[config.mk]
export PLATFORM = sky130hd
export DESIGN_NAME = load_store_unit
export DESIGN_NICKNAME = d
export VERILOG_FILES = /design/src/rtl/load_store_unit.sv
export SDC_FILE = /design/constraint.sdc
export NUM_CORES = 1
export LEC_CHECK = 0
export ABC_CLOCK_PERIOD_IN_PS = 3700
export CAP_MARGIN = 30
export CELL_PAD_IN_SITES_DETAIL_PLACEMENT = 1
export CELL_PAD_IN_SITES_GLOBAL_PLACEMENT = 1
export CORE_MARGIN = 10
export CORE_UTILIZATION = 33
export CTS_CLUSTER_SIZE = 28
export DETAILED_ROUTE_END_ITERATION = 6
export HOLD_SLACK_MARGIN = 0.1
export MAX_ROUTING_LAYER = met4
export PLACE_DENSITY_LB_ADDON = 0.1
export SYNTH_ARGS = -nofsm -noshare
export SYNTH_HDL_FRONTEND = slang
export SYNTH_SLANG_ARGS = --single-unit
[constraint.sdc]
create_clock -name clk -period 3.7 [get_ports clk]
set_clock_uncertainty 0.05 [all_clocks]
set_input_delay 0.74 -clock clk [delete_from_list [all_inputs] [get_ports clk]]
set_output_delay 0.74 -clock clk [all_outputs]
set_load 0.1 [all_outputs]
[src/rtl/load_store_unit.sv]
// load_store_unit
//   Bridges the core datapath to a multi-cycle data memory. Turns byte,
//   halfword and word loads/stores into word-aligned requests with byte
//   enables and lane-replicated write data. Runs a req/ack handshake,
//   stalls the core until the access completes, and returns the
//   sign/zero-extended load result.
//
// Ports
//   clk, reset           core clock, synchronous active-high reset
//   MemRead, MemWrite    current instruction is a load / store (both = store)
//   Funct3               access size and sign (Instr[14:12])
//   Addr, StoreData      byte address and rs2 value from the datapath
//   ReadData             extended load result (valid in the retire cycle)
//   Stall                freeze PC and suppress RegWrite this cycle
//   Fault                one-cycle pulse: misaligned, illegal Funct3, timeout
//   mem_req/we/addr/be/wdata   request to the data memory, held while busy
//   mem_rdata, mem_ack   read word and one-cycle completion strobe
module load_store_unit #(
  parameter int unsigned TIMEOUT_CYCLES = 16
) (
  input  logic        clk,
  input  logic        reset,
  input  logic        MemRead,
  input  logic        MemWrite,
  input  logic [2:0]  Funct3,
  input  logic [31:0] Addr,
  input  logic [31:0] StoreData,
  output logic [31:0] ReadData,
  output logic        Stall,
  output logic        Fault,
  output logic        mem_req,
  output logic        mem_we,
  output logic [31:0] mem_addr,
  output logic [3:0]  mem_be,
  output logic [31:0] mem_wdata,
  input  logic [31:0] mem_rdata,
  input  logic        mem_ack
);

  localparam int unsigned CW = $clog2(TIMEOUT_CYCLES + 1);
  localparam logic [CW-1:0] CNT_LAST = CW'(TIMEOUT_CYCLES - 1);

  typedef enum logic [1:0] {IDLE, BUSY, DONE} state_t;

  state_t        state_reg, state_next;
  logic [CW-1:0] cnt_reg;
  logic          timeout_reg;
  logic [31:0]   rdata_reg;
  logic [1:0]    off_reg;   // Addr[1:0] of the access in flight
  logic [1:0]    size_reg;  // Funct3[1:0]: 00 byte, 01 half, 10 word
  logic          uns_reg;   // zero-extend the load
  logic          mem_req_reg, mem_we_reg;
  logic [31:0]   mem_addr_reg, mem_wdata_reg;
  logic [3:0]    mem_be_reg;

  // Request decode
  logic        access, is_store, legal, misaligned, start;
  logic [3:0]  be_next;
  logic [31:0] wdata_next;

  always_comb begin
    access     = MemRead | MemWrite;
    is_store   = MemWrite;
    legal      = 1'b0;
    be_next    = 4'b1111;
    wdata_next = StoreData;
    case (Funct3)
      3'b000, 3'b001, 3'b010: legal = 1'b1;
      3'b100, 3'b101:         legal = ~is_store;  // unsigned stores do not exist
      default:                legal = 1'b0;
    endcase
    misaligned = ((Funct3[1:0] == 2'b01) && Addr[0]) ||
                 ((Funct3[1:0] == 2'b10) && (Addr[1:0] != 2'b00));
    case (Funct3[1:0])
      2'b00: begin
        be_next    = 4'b0001 << Addr[1:0];
        wdata_next = {4{StoreData[7:0]}};
      end
      2'b01: begin
        be_next    = Addr[1] ? 4'b1100 : 4'b0011;
        wdata_next = {2{StoreData[15:0]}};
      end
      default: begin
        be_next    = 4'b1111;
        wdata_next = StoreData;
      end
    endcase
    start = (state_reg == IDLE) && access && legal && !misaligned;
  end

  // Lane extraction and extension of the returned word
  logic [7:0]  lane_byte;
  logic [15:0] lane_half;
  logic [31:0] load_value;

  always_comb begin
    lane_byte  = mem_rdata[7:0];
    case (off_reg)
      2'd0:    lane_byte = mem_rdata[7:0];
      2'd1:    lane_byte = mem_rdata[15:8];
      2'd2:    lane_byte = mem_rdata[23:16];
      default: lane_byte = mem_rdata[31:24];
    endcase
    lane_half = off_reg[1] ? mem_rdata[31:16] : mem_rdata[15:0];
    case (size_reg)
      2'b00:   load_value = uns_reg ? {24'h0, lane_byte} : {{24{lane_byte[7]}}, lane_byte};
      2'b01:   load_value = uns_reg ? {16'h0, lane_half} : {{16{lane_half[15]}}, lane_half};
      default: load_value = mem_rdata;
    endcase
    if (mem_we_reg) load_value = 32'h0;
  end

  // FSM next state
  always_comb begin
    state_next = state_reg;
    case (state_reg)
      IDLE:    if (start) state_next = BUSY;
      BUSY:    if (mem_ack || cnt_reg == CNT_LAST) state_next = DONE;
      DONE:    state_next = IDLE;  // never re-trigger the same instruction
      default: state_next = IDLE;
    endcase
  end

  always_ff @(posedge clk) begin
    if (reset) state_reg <= IDLE;
    else       state_reg <= state_next;
  end

  // Request / capture registers
  always_ff @(posedge clk) begin
    if (reset) begin
      mem_req_reg   <= 1'b0;
      mem_we_reg    <= 1'b0;
      mem_addr_reg  <= 32'h0;
      mem_be_reg    <= 4'h0;
      mem_wdata_reg <= 32'h0;
      rdata_reg     <= 32'h0;
      cnt_reg       <= '0;
      timeout_reg   <= 1'b0;
      off_reg       <= 2'b00;
      size_reg      <= 2'b00;
      uns_reg       <= 1'b0;
    end else begin
      case (state_reg)
        IDLE: begin
          timeout_reg <= 1'b0;
          if (start) begin
            mem_req_reg   <= 1'b1;
            mem_we_reg    <= is_store;
            mem_addr_reg  <= {Addr[31:2], 2'b00};
            mem_be_reg    <= be_next;
            mem_wdata_reg <= wdata_next;
            off_reg       <= Addr[1:0];
            size_reg      <= Funct3[1:0];
            uns_reg       <= Funct3[2];
            cnt_reg       <= '0;
          end
        end
        BUSY: begin
          // An ack on the final count takes priority over the timeout.
          if (mem_ack) begin
            mem_req_reg <= 1'b0;
            rdata_reg   <= load_value;
          end else if (cnt_reg == CNT_LAST) begin
            mem_req_reg <= 1'b0;
            rdata_reg   <= 32'h0;
            timeout_reg <= 1'b1;
          end else begin
            cnt_reg <= cnt_reg + 1'b1;
          end
        end
        DONE:    timeout_reg <= 1'b0;
        default: timeout_reg <= 1'b0;
      endcase
    end
  end

  // Outputs
  always_comb begin
    Stall    = !reset && (start || state_reg == BUSY);
    Fault    = !reset &&
               (((state_reg == IDLE) && access && !(legal && !misaligned)) ||
                ((state_reg == DONE) && timeout_reg));
    ReadData = (state_reg == DONE) ? rdata_reg : 32'h0;
  end

  assign mem_req   = mem_req_reg;
  assign mem_we    = mem_we_reg;
  assign mem_addr  = mem_addr_reg;
  assign mem_be    = mem_be_reg;
  assign mem_wdata = mem_wdata_reg;

endmodule

==> results.py, run 1 <==
metrics = {
    "global_route": {
        "grt_usage": 0.192,
        "grt.overflow.total": 0,
        "antenna_found_initial": 0,
        "grt_max_degree": 57,
        "first_global_vias": 5619,
        "grt_pass1_wl_um": 30600,
    },
    "synth": {
        "synth_top_area_share": 0.445,
        "yosys_most_used_dff": "dfxtp_1",
        "ys_async_sr_fraction": 0,
        "synth_area_um2": 5080,
        "synth_area_leader_cell": "dfxtp_1",
        "synth_edf_count": 0,
        "synth.avg_cell_area_um2": 7.96,
        "ys_types": 47,
        "yosysSeqAreaShare": 0.445,
        "synthTopCellsByArea": "dfxtp_1 (44%), nand2_1 (12%), a21oi_1 (8.5%), mux2i_1 (4.3%), and2_1 (3.9%)",
        "yosys_warnings": 0,
        "ys_ff_latch": 113,
        "synth_cells": 639,
    },
    "clock_network": {
        "cts_resized": 0,
        "clock_sinks": 113,
        "cts_tree": "yes",
        "cts-root-buf": "clkbuf_16",
        "post-cts-setup-buffers": 0,
        "cts-htree-levels": 4,
        "clockBufferDepth": 2,
        "cts-hold-fix-buffers": 0,
        "numCtsBuffers": 17,
        "insertion_delay_ps": 420,
        "clk_pin_slew_worst_paths_ps": 50,
    },
    "route": {
        "drc_errors": 0,
        "dr.pass1.iters": 4,
        "ant_nets": 0,
        "vias_per_cell": 5.17,
        "wire_per_inst_um": 19.0,
        "first_iter_violations": 304,
        "drt_wl_total_um": 19600,
        "via_count": 5316,
    },
    "timing": {
        "fmax_mhz": 315,
        "hold_viol": 0,
        "rsz0062_at_grt": "no",
        "max_slew.worst_pin.slew_ps": 1040,
        "final_max_slew_viol_count": 0,
        "setup_violations": 0,
        "relSlewSlack": 0.307,
        "tns_ps": 0,
        "fin_crit_ps": 3180,
        "min_period_over_period": 0.858,
    },
    "critical_path": {
        "crit_fanout": 6,
        "cp_top_family": "buffers and inverters",
        "crit_chain": "clkdlybuf4s50_1 > nor4_2 > o221ai_4 > a21oi_2 > buf_12",
        "reg2reg_slack_ps": 1360,
        "critPathMaxStageDelay_ps": 530,
        "start_kind": "input pin",
        "cp.required_ps": 2910,
        "setup.worst_path.class": "input pin to primary output",
        "path_buf_inv": 2,
        "slowest_stage": "clkdlybuf4s50_1",
        "crit_cells": 5,
        "critPathCaptureType": "primary output",
        "r2r_cells": 7,
        "crit_arrival_ps": 2390,
    },
    "layout": {
        "fin_nets": 934,
        "num-fill-cells": 1763,
        "n_antenna_cell": 0,
        "final_cell_mix": "clkdlybuf4s50_1 (170), nand2_1 (157), dfxtp_1 (113)",
        "final_common_cell": "clkdlybuf4s50_1",
        "utilization": 0.526,
        "final_layout_size_suffix_gt1_frac": 0.117,
        "syn2layout_area_growth_pct": 56.6,
    },
    "die": {
        "die_w_um": 144,
        "io_pins": 208,
        "initial_utilization": 0.336,
        "fp.dieH_um": 144,
        "core_area_um2": 15100,
        "row_count": 45,
        "fp.dieArea_um2": 20800,
    },
    "pwr": {
        "ir_drop_mv": 0.326,
        "power_mw": 4.06,
        "p_leak_nw": 3.00,
        "power_density_nw_per_um2": 509,
    },
    "placed_design": {
        "routabilityCongestion": 0.793,
        "hpwlAfterDp_um": 14600,
        "portBuffers": 205,
    },
    "worst_hold_path": {
        "worstHoldPathType": "register to register",
        "whs_path_depth": 2,
    },
    "flow_run": {
        "drv_cap": 0,
    },
    "status": {
        "status": "completed",
    },
}
final timing paths:
check,start,end
min,rdata_reg[10],rdata_reg[10]
max,Addr[0],Stall
min reg2reg,rdata_reg[10],rdata_reg[10]
max reg2reg,cnt_reg[0],cnt_reg[3]
cell usage after synthesis (all sizes together) (7+ instances only):
library cell / n
o21ai: 32
nor3: 7
nand2: 157
buf: 23
clkbuf: 28
dfxtp: 113
a311oi: 16
a21oi: 86
nor2b: 10
o221ai: 7
o211ai: 8
a211oi: 10
nand2b: 7
nor2: 31
and2: 32
mux2i: 22
power by group:
| part | switching [mW] | leakage (nW) | internal [mW] |
|---|---|---|---|
| Sequential | 0.0449 | 0.921 | 1.29 |
| Clock | 0.594 | 0.303 | 1.14 |
| Combinational | 0.674 | 1.78 | 0.312 |
| Total | 1.31 | 3.00 | 2.74 |
through the flow:
stage / setup WS (ps) / hold WS [ps] / std cells / instance area [um2]
after floorplan: 415 / 357 / 640 / 5100
after global routing: 418 / 417 / 1029 / 7970
after detailed placement: 533 / 382 / 996 / 7330
after CTS: 512 / 389 / 1028 / 7960
after global placement: 575 / 371 / 992 / 7220
final: 524 / 387 / 1029 / 7970
final cells by class:
class | count | area, um2 | area share
tap | 188 | 235 | 0.0295
timing repair buffer | 220 | 2190 | 0.275
inverter | 6 | 22.5 | 0.00283
clock buffer | 19 | 443 | 0.0556
clock inverter | 13 | 185 | 0.0232
multi-input combinational | 470 | 2630 | 0.330
sequential | 113 | 2260 | 0.284
per-layer routing:
metal	vias to the layer above	share of wire	GRT usage
met1	2557	0.41	0.213
met5	-	0	-
li1	2575	-	-
met3	29	0.073	0.0649
met2	155	0.49	0.316
met4	0	0.019	0.0676
worst register-to-register path: stages (launching register included):
cell and delay, ps:
dfxtp_1 340, ha_1 230, and3_1 200, ha_1 200, nor4b_1 720, nand4_1 210, xor2_1 190, nor3_1 130
kinds of logic (layout without fill, tap and decap cells):
kind of cell | count (synthesis) | after routing | synth area share
compound gates | 174 | 174 | 0.209
xor+xnor | 2 | 2 | 0.00345
fa+ha+maj | 2 | 2 | 0.00492
buf+inv | 57 | 258 | 0.0472
flops | 113 | 113 | 0.445
mux | 27 | 27 | 0.0566
other cells | 1 | 2 | 0.000737
simple gates | 263 | 263 | 0.233
No activity file was read; power rests on OpenSTA's default activity.
==> inputs of run 2 (changes only) <==
--- a/config.mk
+++ b/config.mk
@@ -15,7 +15,7 @@
 export DETAILED_ROUTE_END_ITERATION = 6
 export HOLD_SLACK_MARGIN = 0.1
 export MAX_ROUTING_LAYER = met4
-export PLACE_DENSITY_LB_ADDON = 0.1
+export PLACE_DENSITY = 0.94
 export SYNTH_ARGS = -nofsm -noshare
 export SYNTH_HDL_FRONTEND = slang
 export SYNTH_SLANG_ARGS = --single-unit
==> run 2 against run 1 <==
  * Sequential cell count unchanged
  * Sequential power barely moved
  * Critical path depth unchanged
  * Setup slack worse by 51 ps
  * Register-to-register slack improved by 240 ps
  * Global-route usage rose by 0.44 points
  * Non-clock buffer count rose by 5
  * Via count up 2.1%
  * Critical path type unchanged
  * Critical endpoint unchanged
==> results.py, run 2 (synthesis gave the netlist of run 1 again) <==
metrics = {
    "global_route": {
        "grt_max_degree": 65,
        "grt_pass1_wl_um": 31000,
        "grt.overflow.total": 0,
        "first_global_vias": 5807,
        "grt_usage": 0.196,
        "antenna_found_initial": 0,
    },
    "timing": {
        "fin_crit_ps": 3230,
        "tns_ps": 0,
        "max_slew.worst_pin.slew_ps": 1040,
        "relSlewSlack": 0.306,
        "setup_violations": 0,
        "rsz0062_at_grt": "no",
        "fmax_mhz": 310,
        "final_max_slew_viol_count": 0,
        "hold_viol": 0,
        "min_period_over_period": 0.872,
    },
    "pwr": {
        "p_leak_nw": 3.00,
        "ir_drop_mv": 0.276,
        "clkPwrFrac": 0.407,
        "p_sw_mw": 1.28,
        "intPower_mw": 2.63,
        "combPwrFrac": 0.252,
        "swShare": 0.327,
        "power_mw": 3.91,
        "power_frac_seq": 0.341,
        "power_density_nw_per_um2": 494,
    },
    "critical_path": {
        "crit_fanout": 6,
        "critPathCaptureType": "primary output",
        "crit_arrival_ps": 2440,
        "r2r_cells": 8,
        "startpoint": "Addr[0]",
        "cp.required_ps": 2910,
        "r2r-end": "rdata_reg[29]",
        "r2r-start": "cnt_reg[0]",
        "start_kind": "input pin",
        "setup.worst_path.class": "input pin to primary output",
        "critPathCapture": "Stall",
        "reg2reg_slack_ps": 1600,
    },
    "clock_network": {
        "numCtsBuffers": 17,
        "cts-hold-fix-buffers": 0,
        "cts_tree": "yes",
        "clk_pin_slew_worst_paths_ps": 50,
        "clockBufferDepth": 2,
        "cts_resized": 0,
        "clock_sinks": 113,
        "insertion_delay_ps": 410,
        "cts-root-buf": "clkbuf_16",
        "cts-htree-levels": 4,
        "post-cts-setup-buffers": 0,
    },
    "placed_design": {
        "hpwlAfterDp_um": 14800,
        "routabilityCongestion": 0.828,
        "place_inst": 997,
        "postPlaceCellArea_um2": 7240,
        "portBuffers": 205,
    },
    "route": {
        "first_iter_violations": 298,
        "drc_errors": 0,
        "vias_per_cell": 5.25,
        "ant_nets": 0,
        "drt_wl_total_um": 20400,
        "dr.pass1.iters": 4,
        "wire_per_inst_um": 19.7,
        "via_count": 5426,
    },
    "layout": {
        "fin_nets": 939,
        "final_cell_count_no_fill": 1033,
        "final_layout_size_suffix_gt1_frac": 0.117,
        "fin_area_um2": 7910,
        "num-fill-cells": 1785,
        "n_antenna_cell": 0,
        "syn2layout_area_growth_pct": 55.5,
        "final_common_cell": "clkdlybuf4s50_1",
        "final_cell_mix": "clkdlybuf4s50_1 (169), nand2_1 (157), dfxtp_1 (113)",
    },
    "die": {
        "io_pins": 208,
        "fp.dieArea_um2": 20800,
        "die_w_um": 144,
        "initial_utilization": 0.336,
        "core_area_um2": 15100,
        "row_count": 45,
        "fp.dieH_um": 144,
    },
    "worst_hold_path": {
        "worstHoldPathType": "register to register",
    },
    "status": {
        "status": "completed",
    },
    "flow_run": {
        "drv_cap": 0,
    },
}
==> run 2: cell count changes in the layout (fill, tap and decap cells not counted), sizes merged <==
cell           before  now
clkbuf             19   26
buf                50   55
bufinv              4    2
clkinv              7    5
clkinvlp            2    0
clkdlybuf4s50     170  169
inv                 6    5
==> run 2: how the worst min path moves through the flow <==
stage / cells after the start / start / slack [ps] / end
after floorplan: 2 / rdata_reg[10] / 360 / rdata_reg[10]
after global placement: 2 / rdata_reg[13] / 370 / rdata_reg[13]
after detailed placement: 2 / rdata_reg[10] / 390 / rdata_reg[10]
after CTS: 2 / rdata_reg[10] / 390 / rdata_reg[10]
after global routing: 2 / rdata_reg[10] / 410 / rdata_reg[10]
final: 2 / rdata_reg[11] / 390 / rdata_reg[11]
==> run 2: stage by stage <==
stage               hold slack (ps)  worst slack [ps]  utilization
global route                    413               369        0.522
CTS                             393               427        0.516
detailed placement              386               426        0.478
global placement                368               455        0.478
floorplan                       357               415            -
finish                          393               472        0.522
==> run 2: power by group through the flow <==
stage | registers [mW] | clock network, mW | logic [mW]
after floorplan | 1.72 | 0 | 0.269
after global placement | 1.35 | 0 | 0.951
after detailed placement | 1.36 | 0 | 0.964
after CTS | 1.33 | 1.62 | 0.972
after global routing | 1.34 | 1.68 | 1.04
final | 1.33 | 1.59 | 0.984
==> run 2: layout make-up <==
type,instances,area [um2],area share
Multi-Input combinational cell,470,2630,0.332
Clock inverter,6,80.1,0.0101
Sequential cell,113,2260,0.286
Timing Repair Buffer,225,2190,0.278
Tap cell,188,235,0.0298
Clock buffer,25,485,0.0614
Inverter,6,22.5,0.00285
==> run 2: layer usage <==
metal | GRT usage | up-vias | share of wire
li1 | - | 2596 | -
met1 | 0.208 | 2590 | 0.40
met2 | 0.321 | 208 | 0.48
met3 | 0.0863 | 32 | 0.10
met4 | 0.0702 | 0 | 0.024
met5 | - | - | 0
==> run 2: critical path, cell delays in order <==
cell	delay [ps]
clkdlybuf4s50_1	580
nor4_2	550
o221ai_4	160
a21oi_2	210
buf_12	200
==> inputs of run 3 (changes only) <==
--- a/config.mk
+++ b/config.mk
@@ -10,12 +10,13 @@
 export CELL_PAD_IN_SITES_DETAIL_PLACEMENT = 1
 export CELL_PAD_IN_SITES_GLOBAL_PLACEMENT = 1
 export CORE_MARGIN = 10
-export CORE_UTILIZATION = 33
+export CORE_UTILIZATION = 45
 export CTS_CLUSTER_SIZE = 28
 export DETAILED_ROUTE_END_ITERATION = 6
+export DONT_BUFFER_PORTS = 1
 export HOLD_SLACK_MARGIN = 0.1
 export MAX_ROUTING_LAYER = met4
-export PLACE_DENSITY = 0.94
+export PLACE_DENSITY = 0.88
 export SYNTH_ARGS = -nofsm -noshare
 export SYNTH_HDL_FRONTEND = slang
 export SYNTH_SLANG_ARGS = --single-unit
==> run 3 against run 2 <==
  * First-iteration DRC count up 24%
  * Critical path type unchanged
  * Total power down 5.3%
  * Combinational power down 66%
  * Highest routed layer unchanged
==> results.py, run 3 (synthesis gave the netlist of run 1 again) <==
metrics = {
    "route": {
        "wire_per_inst_um": 22.9,
        "first_iter_violations": 371,
        "drc_errors": 0,
        "vias_per_cell": 6.01,
        "drt_wl_total_um": 18400,
        "via_count": 4845,
        "dr.pass1.iters": 5,
        "ant_nets": 0,
    },
    "timing": {
        "min_period_over_period": 0.744,
        "fin_crit_ps": 2750,
        "setup_violations": 0,
        "fmax_mhz": 363,
        "hold_viol": 0,
        "relSlewSlack": 0.307,
        "holdWs_ps": 347,
        "max_slew.worst_pin.slew_ps": 1040,
        "final_max_slew_viol_count": 0,
        "tns_ps": 0,
        "rsz0062_at_grt": "no",
    },
    "clock_network": {
        "clk_pin_slew_worst_paths_ps": 50,
        "cts_tree": "yes",
        "cts-root-buf": "clkbuf_16",
        "clockBufferDepth": 2,
        "clock_sinks": 113,
        "cts-hold-fix-buffers": 0,
        "post-cts-setup-buffers": 0,
        "insertion_delay_ps": 410,
        "numCtsBuffers": 17,
        "cts-htree-levels": 4,
        "cts_resized": 0,
    },
    "layout": {
        "fin_nets": 759,
        "utilization": 0.554,
        "syn2layout_area_growth_pct": 19.1,
        "n_antenna_cell": 0,
        "num-fill-cells": 1295,
        "final_layout_size_suffix_gt1_frac": 0.129,
        "final_cell_mix": "nand2_1 (157), dfxtp_1 (113), a21oi_1 (84)",
        "final_common_cell": "nand2_1",
    },
    "status": {
        "status": "completed",
    },
    "worst_hold_path": {
        "worstHoldPathType": "input pin to register",
    },
    "placed_design": {
        "hpwlAfterDp_um": 13100,
        "routabilityCongestion": 0.919,
        "portBuffers": 0,
    },
    "die": {
        "die_w_um": 126,
        "initial_utilization": 0.465,
        "fp.dieH_um": 126,
        "fp.dieArea_um2": 16000,
        "io_pins": 208,
        "row_count": 38,
        "core_area_um2": 10900,
    },
    "critical_path": {
        "crit_chain": "nor4_2 > nor4_1 > a21oi_1 > nor3_4 > buf_4",
        "slowest_stage": "nor4_2",
        "cp.required_ps": 2910,
        "crit_arrival_ps": 1960,
        "crit_fanout": 23,
        "critPathMaxStageDelay_ps": 560,
        "start_kind": "input pin",
        "critPathCaptureType": "primary output",
        "setup.worst_path.class": "input pin to primary output",
    },
    "global_route": {
        "grt_max_degree": 88,
        "grt.overflow.total": 0,
        "first_global_vias": 5151,
        "grt_pass1_wl_um": 28700,
        "grt_usage": 0.228,
        "antenna_found_initial": 0,
    },
    "pwr": {
        "p_leak_nw": 2.30,
        "power_density_nw_per_um2": 611,
        "ir_drop_mv": 0.421,
    },
    "flow_run": {
        "drv_cap": 0,
    },
}
[run 3: critical path, delay by kind of cell]
kind	cells	cell delay, ps
and+or+nand+nor	3	730
buffers and inverters	1	240
AOI/OAI and AO/OA	1	250
[run 3: metrics by stage]
step	cells	total power, mW	worst slack (ps)	cell area (um2)
after global placement	769	2.03	1000	5390
after detailed placement	771	2.06	835	5420
after floorplan	640	1.99	415	5100
after global routing	806	3.83	863	6050
after CTS	803	3.72	970	6020
final	806	3.70	947	6050
[run 3: path summary, 6_finish.rpt]
path / startpoint / endpoint / slack, ps / cells after the start
worst max-delay path: Funct3[0] / Fault / 950 / 5
worst min-delay path: reset / mem_addr[20] / 350 / 1
worst max register to register: cnt_reg[0] / cnt_reg[2] / 1290 / 7
worst min register to register: rdata_reg[12] / rdata_reg[12] / 380 / 2
[run 3: area by class of cell]
type	count	area (um2)	share of cell area
clock buffer	28	527	0.0870
clock inverter	4	70.1	0.0116
inverter	6	22.5	0.00372
multi-input combinational	470	2630	0.435
sequential	113	2260	0.374
tap	140	175	0.0289
timing repair buffer	45	367	0.0605
[run 3: per-layer routing]
layer / GRT usage / wire length, um
met1: 0.235 / 6900
met2: 0.376 / 9160
met3: 0.0954 / 1730
met4: 0.0998 / 646
met5: - / 0
[run 3: report_power, final]
group | switching, mW | internal (mW)
logic | 0.219 | 0.116
registers | 0.427 | 1.29
clock network | 0.554 | 1.10
total | 1.20 | 2.50
